### src/rtl/mdu_pkg.sv
// mdu_pkg: shared definitions for the multiply/divide unit.
//   - mdu_op_e     : operation codes carried on the op bus (7 is unused)
//   - mdu_state_e  : controller FSM states
//   - DIV_BY_ZERO_QUOT : quotient written for a zero divisor
package mdu_pkg;

    typedef enum logic [2:0] {
        OP_NONE  = 3'd0,
        OP_MULT  = 3'd1,
        OP_MULTU = 3'd2,
        OP_DIV   = 3'd3,
        OP_DIVU  = 3'd4,
        OP_MTHI  = 3'd5,
        OP_MTLO  = 3'd6
    } mdu_op_e;

    typedef enum logic [1:0] {
        ST_IDLE,
        ST_MUL,
        ST_DIV,
        ST_DONE
    } mdu_state_e;

    localparam logic [31:0] DIV_BY_ZERO_QUOT = 32'hFFFF_FFFF;

endpackage

### src/rtl/mdu_ctrl_if.sv
// mdu_ctrl_if: request/result bundle between the core and the MDU.
//   master (core): drives op_valid, op, rs_data, rt_data;
//                  sees busy, done, HI_in, LO_in, HI_w, LO_w.
//   slave  (MDU) : the mirror image.
interface mdu_ctrl_if #(parameter int WIDTH = 32);

    logic             op_valid;
    logic [2:0]       op;
    logic [WIDTH-1:0] rs_data;
    logic [WIDTH-1:0] rt_data;
    logic             busy;
    logic             done;
    logic [WIDTH-1:0] HI_in;
    logic [WIDTH-1:0] LO_in;
    logic             HI_w;
    logic             LO_w;

    modport master (
        output op_valid, op, rs_data, rt_data,
        input  busy, done, HI_in, LO_in, HI_w, LO_w
    );

    modport slave (
        input  op_valid, op, rs_data, rt_data,
        output busy, done, HI_in, LO_in, HI_w, LO_w
    );

endinterface

### src/rtl/mdu_div_core.sv
// mdu_div_core: unsigned restoring divider, one quotient bit per step.
//   clk_i, rst_i : clock, async active-high reset
//   start_i      : load dividend/divisor magnitudes, clear remainder
//   step_i       : perform one restoring step
//   dvd_i, dvs_i : dividend / divisor magnitudes
//   quo_nxt_o, rem_nxt_o : quotient/remainder after the current step, so the
//                  caller can capture the final result on the last step edge
module mdu_div_core #(
    parameter int WIDTH = 32
) (
    input  logic             clk_i,
    input  logic             rst_i,
    input  logic             start_i,
    input  logic             step_i,
    input  logic [WIDTH-1:0] dvd_i,
    input  logic [WIDTH-1:0] dvs_i,
    output logic [WIDTH-1:0] quo_nxt_o,
    output logic [WIDTH-1:0] rem_nxt_o
);

    logic [WIDTH-1:0] rem_q, quo_q, dvs_q;
    logic [WIDTH:0]   shifted;
    logic [WIDTH-1:0] rem_sub;
    logic             ge;

    // When the partial remainder is >= divisor the true difference is below
    // the divisor, so the low WIDTH bits of the subtraction are exact.
    always_comb begin
        shifted   = {rem_q, quo_q[WIDTH-1]};
        ge        = (shifted >= {1'b0, dvs_q});
        rem_sub   = shifted[WIDTH-1:0] - dvs_q;
        rem_nxt_o = ge ? rem_sub : shifted[WIDTH-1:0];
        quo_nxt_o = {quo_q[WIDTH-2:0], ge};
    end

    always_ff @(posedge clk_i or posedge rst_i) begin
        if (rst_i) begin
            rem_q <= '0;
            quo_q <= '0;
            dvs_q <= '0;
        end else if (start_i) begin
            rem_q <= '0;
            quo_q <= dvd_i;
            dvs_q <= dvs_i;
        end else if (step_i) begin
            rem_q <= rem_nxt_o;
            quo_q <= quo_nxt_o;
        end
    end

endmodule

### src/rtl/mdu_ctrl.sv
// mdu_ctrl: multiply/divide unit controller producing HI/LO writes.
//   MDU_clk, MDU_rst : clock, async active-high reset
//   MDU_ena          : low freezes all state and masks the write strobes
//   bus (slave)      : op request in, busy/done and HI/LO write port out
// Multiply is a 32-step shift-add on operand magnitudes, divide is a 32-step
// restoring divide in mdu_div_core; signs are applied on the last step.
// Build option: define MDU_FAST_MUL_EN for a single-cycle combinational
// multiply (IDLE->DONE directly).
import mdu_pkg::*;

module mdu_ctrl #(
    parameter int WIDTH = 32
) (
    input  logic       MDU_clk,
    input  logic       MDU_rst,
    input  logic       MDU_ena,
    mdu_ctrl_if.slave  bus
);

    localparam int W2 = 2 * WIDTH;

    mdu_state_e       state_q, state_d;
    logic [4:0]       cnt_q, cnt_d;
    logic             hi_w_q, hi_w_d, lo_w_q, lo_w_d, done_q, done_d;
    logic [WIDTH-1:0] hi_in_q, hi_in_d, lo_in_q, lo_in_d;

    logic [WIDTH-1:0] mcand_q;
    logic [W2-1:0]    prod_q;
    logic             neg_q;    // negate product / quotient
    logic             rneg_q;   // negate remainder (dividend was negative)

    logic             accept, is_signed, is_div_op, dvs_zero;
    logic             rs_neg, rt_neg;
    logic [WIDTH-1:0] rs_mag, rt_mag;
    logic [WIDTH:0]   sum;
    logic [W2-1:0]    prod_step, mul_res;
    logic [WIDTH-1:0] quo_nxt, rem_nxt, div_hi, div_lo;

    // Acceptance is only possible in IDLE, where busy is low by construction.
    always_comb begin
        accept    = bus.op_valid && MDU_ena && (state_q == ST_IDLE);
        is_signed = (bus.op == OP_MULT) || (bus.op == OP_DIV);
        is_div_op = (bus.op == OP_DIV) || (bus.op == OP_DIVU);
        dvs_zero  = (bus.rt_data == '0);
        rs_neg    = is_signed && bus.rs_data[WIDTH-1];
        rt_neg    = is_signed && bus.rt_data[WIDTH-1];
        rs_mag    = rs_neg ? -bus.rs_data : bus.rs_data;
        rt_mag    = rt_neg ? -bus.rt_data : bus.rt_data;
    end

    // Shift-add step: upper half accumulates the multiplicand when the
    // multiplier LSB (low half bit 0) is set, then the whole pair shifts right.
    always_comb begin
        sum       = {1'b0, prod_q[W2-1:WIDTH]} + (prod_q[0] ? {1'b0, mcand_q} : '0);
        prod_step = {sum, prod_q[WIDTH-1:1]};
        mul_res   = neg_q ? -prod_step : prod_step;
        div_lo    = neg_q ? -quo_nxt : quo_nxt;
        div_hi    = rneg_q ? -rem_nxt : rem_nxt;
    end

`ifdef MDU_FAST_MUL_EN
    logic [W2-1:0] fast_mag, fast_res;
    always_comb begin
        fast_mag = W2'(rs_mag) * W2'(rt_mag);
        fast_res = (rs_neg ^ rt_neg) ? -fast_mag : fast_mag;
    end
`endif

    mdu_div_core #(.WIDTH(WIDTH)) u_div (
        .clk_i     (MDU_clk),
        .rst_i     (MDU_rst),
        .start_i   (accept && is_div_op && !dvs_zero),
        .step_i    (MDU_ena && (state_q == ST_DIV)),
        .dvd_i     (rs_mag),
        .dvs_i     (rt_mag),
        .quo_nxt_o (quo_nxt),
        .rem_nxt_o (rem_nxt)
    );

    // Next state and registered HI/LO write port.
    always_comb begin
        state_d = state_q;
        cnt_d   = cnt_q;
        hi_w_d  = 1'b0;
        lo_w_d  = 1'b0;
        done_d  = 1'b0;
        hi_in_d = hi_in_q;
        lo_in_d = lo_in_q;
        case (state_q)
            ST_IDLE: begin
                cnt_d = '0;
                if (accept) begin
                    case (mdu_op_e'(bus.op))
                        OP_MULT, OP_MULTU: begin
`ifdef MDU_FAST_MUL_EN
                            state_d              = ST_DONE;
                            {hi_w_d, lo_w_d}     = 2'b11;
                            done_d               = 1'b1;
                            {hi_in_d, lo_in_d}   = fast_res;
`else
                            state_d = ST_MUL;
`endif
                        end
                        OP_DIV, OP_DIVU: begin
                            if (dvs_zero) begin
                                state_d          = ST_DONE;
                                {hi_w_d, lo_w_d} = 2'b11;
                                done_d           = 1'b1;
                                hi_in_d          = bus.rs_data;
                                lo_in_d          = DIV_BY_ZERO_QUOT;
                            end else begin
                                state_d = ST_DIV;
                            end
                        end
                        OP_MTHI: begin
                            hi_w_d  = 1'b1;
                            done_d  = 1'b1;
                            hi_in_d = bus.rs_data;
                        end
                        OP_MTLO: begin
                            lo_w_d  = 1'b1;
                            done_d  = 1'b1;
                            lo_in_d = bus.rs_data;
                        end
                        default: ;
                    endcase
                end
            end
            ST_MUL: begin
                cnt_d = cnt_q + 5'd1;
                if (cnt_q == 5'd31) begin
                    state_d            = ST_DONE;
                    {hi_w_d, lo_w_d}   = 2'b11;
                    done_d             = 1'b1;
                    {hi_in_d, lo_in_d} = mul_res;
                end
            end
            ST_DIV: begin
                cnt_d = cnt_q + 5'd1;
                if (cnt_q == 5'd31) begin
                    state_d          = ST_DONE;
                    {hi_w_d, lo_w_d} = 2'b11;
                    done_d           = 1'b1;
                    hi_in_d          = div_hi;
                    lo_in_d          = div_lo;
                end
            end
            ST_DONE: begin
                state_d = ST_IDLE;
                cnt_d   = '0;
            end
            default: state_d = ST_IDLE;
        endcase
    end

    always_ff @(posedge MDU_clk or posedge MDU_rst) begin
        if (MDU_rst) begin
            state_q <= ST_IDLE;
            cnt_q   <= '0;
            hi_w_q  <= 1'b0;
            lo_w_q  <= 1'b0;
            done_q  <= 1'b0;
            hi_in_q <= '0;
            lo_in_q <= '0;
        end else if (MDU_ena) begin
            state_q <= state_d;
            cnt_q   <= cnt_d;
            hi_w_q  <= hi_w_d;
            lo_w_q  <= lo_w_d;
            done_q  <= done_d;
            hi_in_q <= hi_in_d;
            lo_in_q <= lo_in_d;
        end
    end

    // Operands are captured at acceptance so later bus changes are ignored.
    always_ff @(posedge MDU_clk or posedge MDU_rst) begin
        if (MDU_rst) begin
            mcand_q <= '0;
            prod_q  <= '0;
            neg_q   <= 1'b0;
            rneg_q  <= 1'b0;
        end else if (accept) begin
            mcand_q <= rs_mag;
            prod_q  <= {{WIDTH{1'b0}}, rt_mag};
            neg_q   <= rs_neg ^ rt_neg;
            rneg_q  <= rs_neg;
        end else if (MDU_ena && (state_q == ST_MUL)) begin
            prod_q  <= prod_step;
        end
    end

    // Strobes are masked while disabled; the held register re-emits the
    // pulse once enable returns so a write is never lost.
    assign bus.busy  = (state_q == ST_MUL) || (state_q == ST_DIV);
    assign bus.HI_w  = hi_w_q && MDU_ena;
    assign bus.LO_w  = lo_w_q && MDU_ena;
    assign bus.done  = done_q && MDU_ena;
    assign bus.HI_in = hi_in_q;
    assign bus.LO_in = lo_in_q;

endmodule

### src/flat_wrapper.sv
// flat-port wrapper written by rule: the top's interface ports become plain ports
module mdu_ctrl_flat 
#(
    parameter int WIDTH = 32
)
  (MDU_clk, MDU_rst, MDU_ena, bus_op_valid, bus_op, bus_rs_data, bus_rt_data, bus_busy, bus_done, bus_HI_in, bus_LO_in, bus_HI_w, bus_LO_w);
  mdu_ctrl_if #(.WIDTH(WIDTH)) bus_i ();
  input  logic MDU_clk;
  input  logic MDU_rst;
  input  logic MDU_ena;
  input wire logic [$bits(bus_i.op_valid)-1:0] bus_op_valid;
  input wire logic [$bits(bus_i.op)-1:0] bus_op;
  input wire logic [$bits(bus_i.rs_data)-1:0] bus_rs_data;
  input wire logic [$bits(bus_i.rt_data)-1:0] bus_rt_data;
  output wire logic [$bits(bus_i.busy)-1:0] bus_busy;
  output wire logic [$bits(bus_i.done)-1:0] bus_done;
  output wire logic [$bits(bus_i.HI_in)-1:0] bus_HI_in;
  output wire logic [$bits(bus_i.LO_in)-1:0] bus_LO_in;
  output wire logic [$bits(bus_i.HI_w)-1:0] bus_HI_w;
  output wire logic [$bits(bus_i.LO_w)-1:0] bus_LO_w;
  assign bus_i.op_valid = bus_op_valid;
  assign bus_i.op = bus_op;
  assign bus_i.rs_data = bus_rs_data;
  assign bus_i.rt_data = bus_rt_data;
  assign bus_busy = bus_i.busy;
  assign bus_done = bus_i.done;
  assign bus_HI_in = bus_i.HI_in;
  assign bus_LO_in = bus_i.LO_in;
  assign bus_HI_w = bus_i.HI_w;
  assign bus_LO_w = bus_i.LO_w;
  mdu_ctrl #(.WIDTH(WIDTH)) u_core (.MDU_clk(MDU_clk), .MDU_rst(MDU_rst), .MDU_ena(MDU_ena), .bus(bus_i));
endmodule
### config.mk
export PLATFORM = sky130hd
export DESIGN_NAME = mdu_ctrl_flat
export DESIGN_NICKNAME = d
export VERILOG_FILES = /design/src/rtl/mdu_pkg.sv /design/src/rtl/mdu_ctrl_if.sv /design/src/rtl/mdu_div_core.sv /design/src/rtl/mdu_ctrl.sv /design/src/flat_wrapper.sv
export SDC_FILE = /design/constraint.sdc
export NUM_CORES = 1
export LEC_CHECK = 0
export CAP_MARGIN = 20
export CORE_AREA = 3 3 165 231
export CTS_BUF_LIST = sky130_fd_sc_hd__clkbuf_8 sky130_fd_sc_hd__clkbuf_16
export DETAILED_ROUTE_END_ITERATION = 10
export DIE_AREA = 0 0 168 234
export GPL_TIMING_DRIVEN = 0
export PLACE_DENSITY = 0.8
export SLEW_MARGIN = 20
export SYNTH_ARGS = -nofsm -noshare
export SYNTH_HDL_FRONTEND = slang
export SYNTH_SLANG_ARGS = --single-unit
export TNS_END_PERCENT = 1
### constraint.sdc
create_clock -name MDU_clk -period 11.4 [get_ports MDU_clk]
set_input_delay 3.42 -clock MDU_clk [delete_from_list [all_inputs] [get_ports MDU_clk]]
set_output_delay 3.42 -clock MDU_clk [all_outputs]
set_load 0.02 [all_outputs]
# Word-level counts from Yosys, hierarchy flattened
# Cells that the tools add are included.
# op_classes
n_addsub	8
mul	0
div	0
n_lt_le_gt_ge	1
eq_ne	18
shifts	0
muxes	42
n_bitwise	1
reduce_logical	28
# op_table
operator	count
32-bit two-way mux	18
64-bit two-way mux	3
32-bit case mux with 3 select lines	2
32-bit negation	4
32-bit case mux with 2 select lines	2
64-bit negation	1
32-bit by 33-bit adder with 33-bit output	1
33-bit by 32-bit greater-or-equal comparator with 1-bit output	1
32-bit logical NOT	1
32-bit subtractor	1
7-bit AND reduction	2
1-bit case mux with 2 select lines	6
1-bit logical AND	11
5-bit case mux with 2 select lines	1
2-bit OR reduction	5
3-bit equality test (second input constant)	3
3-bit != test (second input constant)	3
3-bit by 2-bit equality test with 1-bit output (second input constant)	2
1-bit two-way mux	6
2-bit by 1-bit != test with 1-bit output (second input constant)	3
2-bit case mux with 3 select lines	1
5-bit by 1-bit adder with 5-bit output (second input constant)	1
5-bit equality test (second input constant)	1
2-bit equality test (second input constant)	2
other kinds (13)	17
# totals
register_bits	268
latch_bits	0
ram_bits	0
mem_bits_ro	0
in_bits	71
output_inout_bits	68
word_cells	112
n_memories	0

# Depth between registers and ports, before layout
# depth
ltp_word	6
depth_mapped	21
ltp_nobuf	16

# Hierarchy
# A second synthesis with hierarchy kept.
# hier_totals
cells_unflattened	2621
area_unflattened_um2	20796.2
# by_module_without_submodules
module	instances	cells_each	area_each_um2	seq_area_each_um2
mdu_ctrl	1	1828	14053.5	4304.1
mdu_div_core	1	793	6742.7	2402.3

# Worst setup path before layout
# OpenSTA, ideal clock, no wires.
# synth_timing
path_type	input -> output
start	input port MDU_ena
end	output port bus_HI_w
t_arrival_ps	4160
required_time_ps	7980
slack_ps	3820
stages	3
path_buffers	2
path_cell_list	clkbuf_1 -> clkbuf_1 -> and2_1
# synth_between
elab_chain_cells	1
# synth_lines
item	line_no	source
start, declared	flat_wrapper.sv:10	input logic MDU_ena;
1-bit logical AND	mdu_ctrl.sv:196	assign bus.HI_w = hi_w_q && MDU_ena;
end, declared	flat_wrapper.sv:19	output wire logic [$bits(bus_i.HI_w)-1:0] bus_HI_w;
# Every way passes these cells.

# Worst setup path in the final report
# layout_timing
start	input port MDU_ena
end	output port bus_done
# layout_between
elab_chain_cells	1
# layout_lines
item	line_no	source
1-bit logical AND	mdu_ctrl.sv:198	assign bus.done = done_q && MDU_ena;
end, declared	flat_wrapper.sv:16	output wire logic [$bits(bus_i.done)-1:0] bus_done;
# Every way passes these cells.

==> impl_metrics.yaml <==
clock_network:
  post_cts_buffers: 0
  cts_buffers: 28
  cts_hold_buf: 0
  clk-insertion-delay-late_ns: 0.58
  cts_tree: "built"
  cts.sinks: 268
  clk_pin_slew_worst_paths_ns: 0.07
  cts_resized: 0
  clock_path_buffers: 3
  htreeDepth: 1
  cts-root-buf: "clkbuf_16"
placement:
  port_buffers: 138
  hpwl_mm: 69.19
  dp_slack_ns: 2.326
  gp_congestion: 1.072
  placed_cell_area_um2: 23620
grt:
  grt_start_max_net_pins: 101
  grt_pass1_vias: 22182
  grtUsageTotal_pct: 43.33
  grt_overflow: 0
  antenna_found_initial: 1
  grt_pass1_wl_mm: 131.6
route:
  routedWlPerCell_um: 26.06
  vias: 23778
  drt_iter0_markers: 3050
  remaining_drc_errors: 0
  routed_wirelength_mm: 88.52
  vias_per_cell: 7.000
  drt-pass1-iter-count: 8
  antenna_left: 0
worst_setup_path:
  cp_slowest_cell: "clkdlybuf4s50_1"
  required_ns: 7.98
  start_kind: "input pin"
  cp_cell_sequence: "clkdlybuf4s50_1, clkbuf_1, clkbuf_1, and2_1, clkdlybuf4s50_1"
  endpoint_kind: "primary output"
  slowest_delay_ns: 0.61
  path_class: "input pin to primary output"
  path_max_fanout: 10
  cp.arrival_ns: 5.68
yosys:
  yosysUniqueCellTypes: 104
  syn-cell-area_um2: 21600
  synth-async-reset-ratio_pct: 100.0
  ys.flop_type: "dfrtp_1"
  avgSynthCellArea_um2: 7.873
  syn_inst: 2743
  ys_seq_area_share_pct: 31.05
  ys_seq_elements: 268
  syn_nets: 2892
  synth_edf_count: 0
  yosysWarnings: 0
final_layout:
  final_nets: 3062
  design_area_um2: 24680
  mostFrequentLayoutCells: "nand2_1, dfrtp_1, a21oi_1"
  fin_util_pct: 68.53
  syn2layout_area_growth_pct: 14.28
  drive_gt1_share_pct: 5.451
  diodes: 0
  final_common_cell: "nand2_1"
hold_path:
  min_path_type: "flop to flop"
sta:
  fin_crit_ns: 9.105
  worst_slack_ns: 2.295
  fin_crit_sh_pct: 79.87
  finalClockSkew_ns: 0.01058
  rsz0062_at_grt: "false"
  fmax_ghz: 0.1098
  holdWs_ns: 0.4789
  slew_viol_final: 0
  setup_viol: 0
  worstMarginPinSlew_ns: 1.035
  timing.slew.headroom_pct: 30.83
  hold_viol: 0
floorplan:
  start_util_pct: 59.97
  core_um2: 36010
  die_w_um: 168
  die_h_um: 234
  io_pins: 139
  fp-row-count: 82
  die_area_um2: 39310
status:
  status: "finished, final reports clean"
job:
  maxCapViolations: 0
[worst max-delay path: cells and delay by family]
| family | cells | cell delay, ns |
|---|---|---|
| simple gates | 1 | 0.22 |
| buf+inv | 4 | 2.04 |
[final timing paths]
path	startpoint	end	slack, ns	depth (start not counted)
max	MDU_ena	bus_done	2.30	5
min	u_core.mcand_q[1]$_DFFE_PP0P_	u_core.mcand_q[1]$_DFFE_PP0P_	0.48	2
max reg2reg	u_core.u_div.rem_q[12]$_DFFE_PP0P_	u_core.bus.HI_in[24]$_DFFE_PP0P_	4.99	19
min reg2reg	u_core.mcand_q[1]$_DFFE_PP0P_	u_core.mcand_q[1]$_DFFE_PP0P_	0.48	2
max in group asynchronous	MDU_rst	u_core.done_q$_DFFE_PP0P_	7.16	3
min in group asynchronous	MDU_rst	u_core.u_div.rem_q[7]$_DFFE_PP0P_	3.33	2
[layout make-up]
| type | instances | area, µm² |
|---|---|---|
| multi-input combinational | 2219 | 13890 |
| fill | 3009 | 11330 |
| sequential | 268 | 6706 |
| timing repair buffer | 140 | 1436 |
| clock buffer | 32 | 767.0 |
| buffer | 176 | 700.7 |
| tap | 462 | 578.1 |
| inverter | 80 | 307.8 |
| clock inverter | 20 | 287.8 |
[synth_stat cells (all sizes together), types with 17 or more instances]
master | number | area (µm²)
ha | 76 | 950.9
a21oi | 221 | 1151
clkbuf | 135 | 506.7
mux2i | 27 | 270.3
a221oi | 32 | 297.8
or3 | 29 | 186.4
or4 | 26 | 217.7
o21ai | 224 | 1132
xor2 | 90 | 788.3
o21a | 17 | 130.1
buf | 41 | 193.9
nor2 | 208 | 783.3
o31ai | 79 | 635.6
and2 | 61 | 382.9
a211oi | 55 | 427.9
xnor2 | 108 | 945.9
o211ai | 17 | 127.6
and3 | 80 | 500.5
nand4 | 29 | 181.4
dfrtp | 268 | 6706
nand3 | 53 | 282.8
a21o | 25 | 187.7
nand2 | 421 | 1583
inv | 79 | 296.5
nand2b | 20 | 125.1
o41ai | 17 | 156.4
nor3 | 47 | 235.2
o221ai | 23 | 201.4
nor4 | 31 | 227.7
[metrics by stage]
| stage | instances | setup TNS, ns |
|---|---|---|
| global placement | 3343 | -712.49 |
| floorplan | 2743 | 0 |
| global route | 3397 | 0 |
| CTS | 3397 | 0 |
| detailed placement | 3345 | 0 |
| finish | 3397 | 0 |
[logic make-up after synthesis]
group                      count (synthesis)  synth area share, %
and+or+nand+nor                         1069                24.25
AOI/OAI and AO/OA                        840                25.82
DFF                                      268                31.05
buffers and inverters                    256                4.635
xor gates and xnor gates                 198                8.030
adders and majority gates                 78                4.589
muxes                                     34                1.616
[flip-flops by register name, summed over array words and instances (netlist names)]
name / cells
u_core.bus.HI_in: 32
u_core.mcand_q: 32
u_core.u_div.dvs_q: 32
u_core.hi_w_q: 1
u_core.neg_q: 1
u_core.done_q: 1
u_core.u_div.rem_q: 32
u_core.state_q: 2
u_core.prod_q: 64
u_core.bus.LO_in: 32
u_core.u_div.quo_q: 32
u_core.cnt_q: 5
u_core.lo_w_q: 1
u_core.rneg_q: 1
[layer usage]
| metal | track usage [%] | up-vias | wire length [µm] |
|---|---|---|---|
| met3 | 9.528 | 424 | 9578 |
| li1 | - | 10325 | - |
| met2 | 69.51 | 1681 | 39770 |
| met5 | 0 | - | 0 |
| met4 | 25.89 | 0 | 6791 |
| met1 | 53.73 | 11348 | 32380 |
Power is left out: the tool's default activity adds up to more than one toggle a clock period on the data nets, which glitch-free logic cannot reach.
==> edit (same flow settings) <==
The 4 states of `mdu_state_e` get a Gray code encoding in 2 bits.
--- a/src/rtl/mdu_pkg.sv
+++ b/src/rtl/mdu_pkg.sv
@@ -17,6 +17,6 @@
     typedef enum logic [1:0] {
-        ST_IDLE,
-        ST_MUL,
-        ST_DIV,
-        ST_DONE
+        ST_IDLE = 2'b00,
+        ST_MUL  = 2'b01,
+        ST_DIV  = 2'b11,
+        ST_DONE = 2'b10
     } mdu_state_e;
Formal check against the unedited RTL: same outputs for any inputs over 4 cycles, from zero or initial values and one cycle with MDU_rst high; so few cycles prove little.
==> edit against the original RTL <==
- core utilization fell by 4.2 points
- setup slack got worse by 140 ps
- cell count fell by 7.6%
- sequential cell count did not move
- global-route usage fell by 0.76 points
- routed wire length fell by 1.7%
- final area fell by 6.1%
- synthesized area fell by 6.1%
==> edit: results (changes against the original RTL) <==
Post-Place Cells 3091 (was 3345); worst r2r src u_core.u_div.rem_q[7] (was u_core.u_div.rem_q[12]); initial antenna violation count 1 (unchanged); met3 wire length 7167 µm (was 9578 µm); Worst EP arrival 5820 ps (was 5680 ps); Synth Area in XOR/XNOR 0.08857 (was 0.08030); gate count of the mapped netlist 2489 (was 2743); Final Wtd Congestion 1.091 (was 1.072); GR Util met3 0.07268 (was 0.09528); worst hold start u_core.bus.LO_in[4] (was u_core.mcand_q[1]); Final Skew 10.75 ps (was 10.58 ps); wire per inst 27.71 µm (was 26.06 µm); wirelength, routed 87020 µm (was 88520 µm); # nets final 2803 (was 3062); Synth Area in Compound Gates 0.2694 (was 0.2582); fillcell total 3055 (was 3009); Max Used Layer met5 (was met4); first-pass GRT wire length 127500 µm (was 131600 µm); multiplexer share of the synthesized area 0.02000 (was 0.01616); Area contributors post-synth dfrtp_1 (33%), o21ai_0 (6.7%), xnor2_1 (4.8%), nand2_1 (4.7%), ha_1 (4.4%) (was dfrtp_1 (31%), nand2_1 (7.3%), a21oi_1 (4.9%), o21ai_0 (4.8%), ha_1 (4.4%)); Synth Area in Adders 0.04580 (was 0.04589); register area share after synthesis 0.3308 (was 0.3105); Slowest Stage Delay on Critical Path 720 ps (was 610 ps); outcome completed (unchanged); cts bufs inserted 27 (was 28); Hold EP u_core.bus.LO_in[4] (was u_core.mcand_q[1]); 1st-iter DRT viols 2427 (was 3050); number of global-route vias before repair 20767 (was 22182); reg2reg path depth 23 (was 19); largest net degree at the start of global routing 106 (was 101); Worst slew margin 0.2565 (was 0.3083); met2 Use GR 0.7302 (was 0.6951); first drt pass iteration count 6 (was 8); Placed Area 22300 µm² (was 23620 µm²); HPWL Detailed 68640 µm (was 69190 µm); Min Hold Slack 470.2 ps (was 478.9 ps); FF-to-FF setup slack 3580 ps (was 4990 ps); vias per cell 6.884 (was 7.000); M1 wire length 29990 µm (was 32380 µm); met1 Use GR 0.4677 (was 0.5373); FF-to-FF End u_core.bus.LO_in[30] (was u_core.bus.HI_in[24]); Yosys cell types 84 (was 104)
[edit: cell count changes after synthesis, moves of 16 or more]
cell,delta
nand2_1,-165
o221ai_1,-16
and3_1,-58
a22oi_1,+30
o21ai_0,+67
a211oi_1,-37
a21oi_1,-40
a221o_1,+23
buf_2,-24
o31ai_1,-21
a22o_1,+18
a221oi_1,-16
[edit: metrics by stage]
step                        util  worst slack [ps]  setup TNS, ps
after floorplan                -             598.0              0
after global placement    0.6173             -2766        -730610
after detailed placement  0.6191              2173              0
after CTS                 0.6430              2175              0
after global routing      0.6433              2111              0
final                     0.6434              2157              0
[edit: layout make-up]
cell class | count | share of cell area
multi-input cells | 1995 | 0.5486
flip-flops and latches | 268 | 0.2895
repair buffers | 141 | 0.06221
clock buffers | 29 | 0.03035
plain buffers | 154 | 0.02554
well taps | 462 | 0.02495
inverters | 72 | 0.01199
clock inverters | 18 | 0.006751
diodes | 1 | 0.0001080
